[config.mk]
export PLATFORM = sky130hd
export DESIGN_NAME = logic_gate_unit
export DESIGN_NICKNAME = d
export VERILOG_FILES = /design/src/rtl/logic_gate_pkg.sv /design/src/rtl/logic_gate_alu.sv /design/src/rtl/logic_gate_unit.sv
export SDC_FILE = /design/constraint.sdc
export NUM_CORES = 1
export LEC_CHECK = 0
export CORE_AREA = 2 2 39 41
export CTS_BUF_LIST = sky130_fd_sc_hd__clkbuf_8
export CTS_CLUSTER_DIAMETER = 150
export DETAILED_ROUTE_END_ITERATION = 10
export DIE_AREA = 0 0 41 43
export SLEW_MARGIN = 30
export SYNTH_ARGS = -nofsm -noshare
export SYNTH_HDL_FRONTEND = slang
export SYNTH_SLANG_ARGS = --single-unit
export TNS_END_PERCENT = 100
[constraint.sdc]
create_clock -name clk -period 0.9 [get_ports clk]
set_input_delay 0.09 -clock clk [delete_from_list [all_inputs] [get_ports clk]]
set_output_delay 0.09 -clock clk [all_outputs]
set_load 0.005 [all_outputs]
[src/rtl/logic_gate_pkg.sv]
// Shared types for the registered bitwise logic unit.
package logic_gate_pkg;

    typedef enum logic [2:0] {
        OP_AND  = 3'd0,
        OP_OR   = 3'd1,
        OP_XOR  = 3'd2,
        OP_NAND = 3'd3,
        OP_NOR  = 3'd4,
        OP_XNOR = 3'd5,
        OP_NOTA = 3'd6,
        OP_BUFA = 3'd7
    } op_e;

    localparam op_e OP_DEFAULT = OP_AND;

endpackage

[src/rtl/logic_gate_alu.sv]
// Combinational bitwise operator: eight Boolean functions of a and b.
module logic_gate_alu
    import logic_gate_pkg::*;
#(
    parameter int WIDTH = 1
) (
    input  logic [WIDTH-1:0] a,
    input  logic [WIDTH-1:0] b,
    input  logic [2:0]       op,
    output logic [WIDTH-1:0] y
);

    always_comb begin
        y = '0;
        unique case (op_e'(op))
            OP_AND:  y = a & b;
            OP_OR:   y = a | b;
            OP_XOR:  y = a ^ b;
            OP_NAND: y = ~(a & b);
            OP_NOR:  y = ~(a | b);
            OP_XNOR: y = ~(a ^ b);
            OP_NOTA: y = ~a;
            OP_BUFA: y = a;
        endcase
    end

endmodule

[src/rtl/logic_gate_unit.sv]
// Registered logic unit: one-cycle bitwise op with valid and zero/ones flags.
module logic_gate_unit
    import logic_gate_pkg::*;
#(
    parameter int WIDTH = 1
) (
    input  logic             clk,
    input  logic             rst_n,
    input  logic [WIDTH-1:0] input_a,
    input  logic [WIDTH-1:0] input_b,
    input  logic [2:0]       op_sel,
    input  logic             in_valid,
    output logic [WIDTH-1:0] result,
    output logic             out_valid,
    output logic             result_zero,
    output logic             result_ones
);

    logic [WIDTH-1:0] alu_y;

    logic_gate_alu #(
        .WIDTH(WIDTH)
    ) u_alu (
        .a (input_a),
        .b (input_b),
        .op(op_sel),
        .y (alu_y)
    );

    // Flags derive from the value being captured, so they always track result.
    always_ff @(posedge clk or negedge rst_n) begin
        if (!rst_n) begin
            result      <= '0;
            out_valid   <= 1'b0;
            result_zero <= 1'b1;
            result_ones <= 1'b0;
        end else begin
            out_valid <= in_valid;
            if (in_valid) begin
                result      <= alu_y;
                result_zero <= ~|alu_y;
                result_ones <= &alu_y;
            end
        end
    end

endmodule

==> results.sh <==
export IMPL_crit_family="flip-flops"
export IMPL_violations="negative setup slack"
export IMPL_cts_sinks=3
export IMPL_worstSetupPathType="reg2out"
export IMPL_critPathRequiredTime_ps=810
export IMPL_grt_max_degree=8
export IMPL_clk_latency_ps=210
export IMPL_maxCapViolCount=0
export IMPL_antenna_found_initial=0
export IMPL_utilization_pct=38.07
export IMPL_hold_path_class="in2async"
export IMPL_hold_buffers=0
export IMPL_clk_pin_slew_ps=30
export IMPL_clock_skew_ps=0
export IMPL_fin_nets=56
export IMPL_place_ws_ps=-843.0
export IMPL_clock_path_buffers=2
export IMPL_pin_count=12
export IMPL_die_h_um=43
export IMPL_post_route_drc_count=0
export IMPL_grt_pass1_wl_um=966
export IMPL_ant_nets=0
export IMPL_htreeDepth=1
export IMPL_crit_path_max_incr_delay_ps=520
export IMPL_num_rows=14
export IMPL_die_width_um=41
export IMPL_globalplace_congestion=0.7496
export IMPL_synth_distinct_cells=17
export IMPL_setup_viol=2
export IMPL_cts_buffers=3
export IMPL_num_vias=252
export IMPL_fill_cells=141
export IMPL_ys_seq_area_share_pct=33.89
export IMPL_path_cells="buf_6"
export IMPL_yosys_warnings=0
export IMPL_drtPass1Iterations=1
export IMPL_track_usage_pct=8.818
export IMPL_cellLeakagePower_uw=0.0002303
export IMPL_routedWlPerCell_um=9.180
export IMPL_synth_nets=35
export IMPL_ys_ff_latch=3
export IMPL_fin_ws_ps=-16.21
export IMPL_ir_drop_uv=411.7
export IMPL_cp_max_fo=2
export IMPL_max_slew_margin_rel_pct=85.10
export IMPL_die_area_um2=1763
export IMPL_drive_gt1_share_pct=60.00
export IMPL_overflow=0
export IMPL_syn_area_um2=225.2
export IMPL_crit_slowest_cell="dfstp_2"
export IMPL_worstMarginPinSlew_ps=223.5
export IMPL_power_density_nw_per_um2=1425
export IMPL_critPathLaunchType="register"
export IMPL_crit_buf_inv=1
export IMPL_cp_arrival_ps=830
export IMPL_core_area_um2=1384
export IMPL_synthCells=25
export IMPL_final_setup_tns_ps=-19.66
export IMPL_timing_fmax_mhz=1091
export IMPL_rsz0062_at_grt="yes"
export IMPL_cp_end_kind="output port"
export IMPL_synth_top_area_share_pct=22.22
export IMPL_portBuffers=11
export IMPL_first_iter_violations=0
export IMPL_cts_tree="built"
export IMPL_diodes=0
export IMPL_initial_core_util_pct=16.27
export IMPL_syn_avg_cell_area_um2=9.009
export IMPL_synthToLayoutAreaGrowth_pct=133.9
export IMPL_fin_crit_sh_pct=101.8
export IMPL_first_global_vias=275
export IMPL_yosys_top_cells_area="dfrtp_1 22%, dfstp_2 12%, ha_1 11%"
export IMPL_cts_root_buf="clkbuf_8"
export IMPL_routed_wirelength_um=560
export IMPL_final_max_slew_viol_count=0
export IMPL_status="finished with violations"
export IMPL_viasPerCell=4.131
export IMPL_yosys_area_top_type="dfrtp_1"
export IMPL_finalCriticalPeriod_ps=916.2
export IMPL_place_hpwl_um=411.5
export IMPL_hold_violations=0
## routing by layer
metal | global-route usage, % | part of all wire [%]
met1 | 7.348 | 37
met3 | 3.141 | 11
met5 | 0 | 0
met4 | 10.00 | 3.9
met2 | 13.75 | 48
## layout by cell type (no fill, tap or decap)
cell	count
buf_8	1
nor4b_4	1
inv_8	1
nand2b_1	1
nand2_1	2
clkbuf_8	3
inv_6	1
o32ai_2	1
buf_12	1
ha_4	2
o21a_1	1
buf_2	1
clkbuf_2	2
dfrtp_1	2
dfstp_2	1
buf_6	1
dlygate4sd2_1	1
o21ai_1	1
or2_4	2
o31ai_2	1
clkdlybuf4s50_1	2
a21oi_4	1
nor2b_1	1
xnor2_1	1
and2b_1	2
buf_4	6
inv_1	2
clkdlybuf4s15_1	2
nor2b_4	1
## cells in the mapped netlist
cell type / number
o31ai_1: 1
nand2_1: 2
dfstp_2: 1
or2_2: 2
ha_1: 2
nand2b_1: 1
a21oi_1: 1
dfrtp_1: 2
nor4b_1: 1
inv_1: 3
nor2b_1: 2
o21a_1: 1
o32ai_1: 1
buf_4: 1
and2b_1: 2
xnor2_1: 1
o21ai_0: 1
## layout make-up
type / instances / area (um^2) / area share [%]
clock buffers: 3 / 41.29 / 7.838
repair buffers: 17 / 155.1 / 29.45
clock inverters: 1 / 3.754 / 0.7126
flip-flops and latches: 3 / 76.32 / 14.49
multi-input cells: 18 / 206.4 / 39.19
inverters: 3 / 23.77 / 4.513
well taps: 16 / 20.02 / 3.800
## path summary, 6_finish.rpt
kind,cells past startpoint,start,to,slack (ps)
min,1,rst_n,result,60
max in group asynchronous,1,rst_n,result_zero,620
min reg2reg,2,result_zero,result_zero,470
max,1,result_zero,result_zero,-20
max reg2reg,3,result,result,10
min in group clk,5,op_sel[0],result_zero,400
## cells by family after synthesis
kind of cell,synth area share (%)
AND/OR/NAND/NOR,27.78
XOR/XNOR,3.890
buffers and inverters,8.334
adder cells (fa/ha/maj),11.11
AO/OA/AOI/OAI,15.00
flip-flops,33.89
## flip-flops by register name, indices dropped and copies added, names as in the netlist
signal       flops
result           1
result_zero      1
out_valid        1
## per-stage QoR
stage,hold WS (ps),cells,area (um^2),power (uW)
after global placement,283.6,56,416.7,340.6
final,62.24,61,526.8,750.7
after CTS,65.92,61,506.7,735.4
after floorplan,-205.6,25,256.5,234.3
after detailed placement,288.7,56,416.7,343.0
after global routing,58.82,61,526.8,800.9
## worst reg2reg max path: cells and delay by family (launching register included)
family,cells,cell delay [ps]
flops,1,370
buf+inv,2,240
compound gates,1,150
## report_power, final
group / internal (uW) / leakage (uW) / total [uW] / switching (uW)
clock network: 290 / 0.0000269 / 375 / 85.1
logic: 133 / 0.000170 / 211 / 77.9
registers: 156 / 0.0000330 / 165 / 8.96
total: 579 / 0.000230 / 751 / 172
## repair_timing
action	CTS	global route
gates resized for setup	37	9
buffers inserted	1	0
setup endpoints to repair	6	5
hold endpoints to repair	0	0
pin swaps	5	3
(Power assumes the default switching activity.)
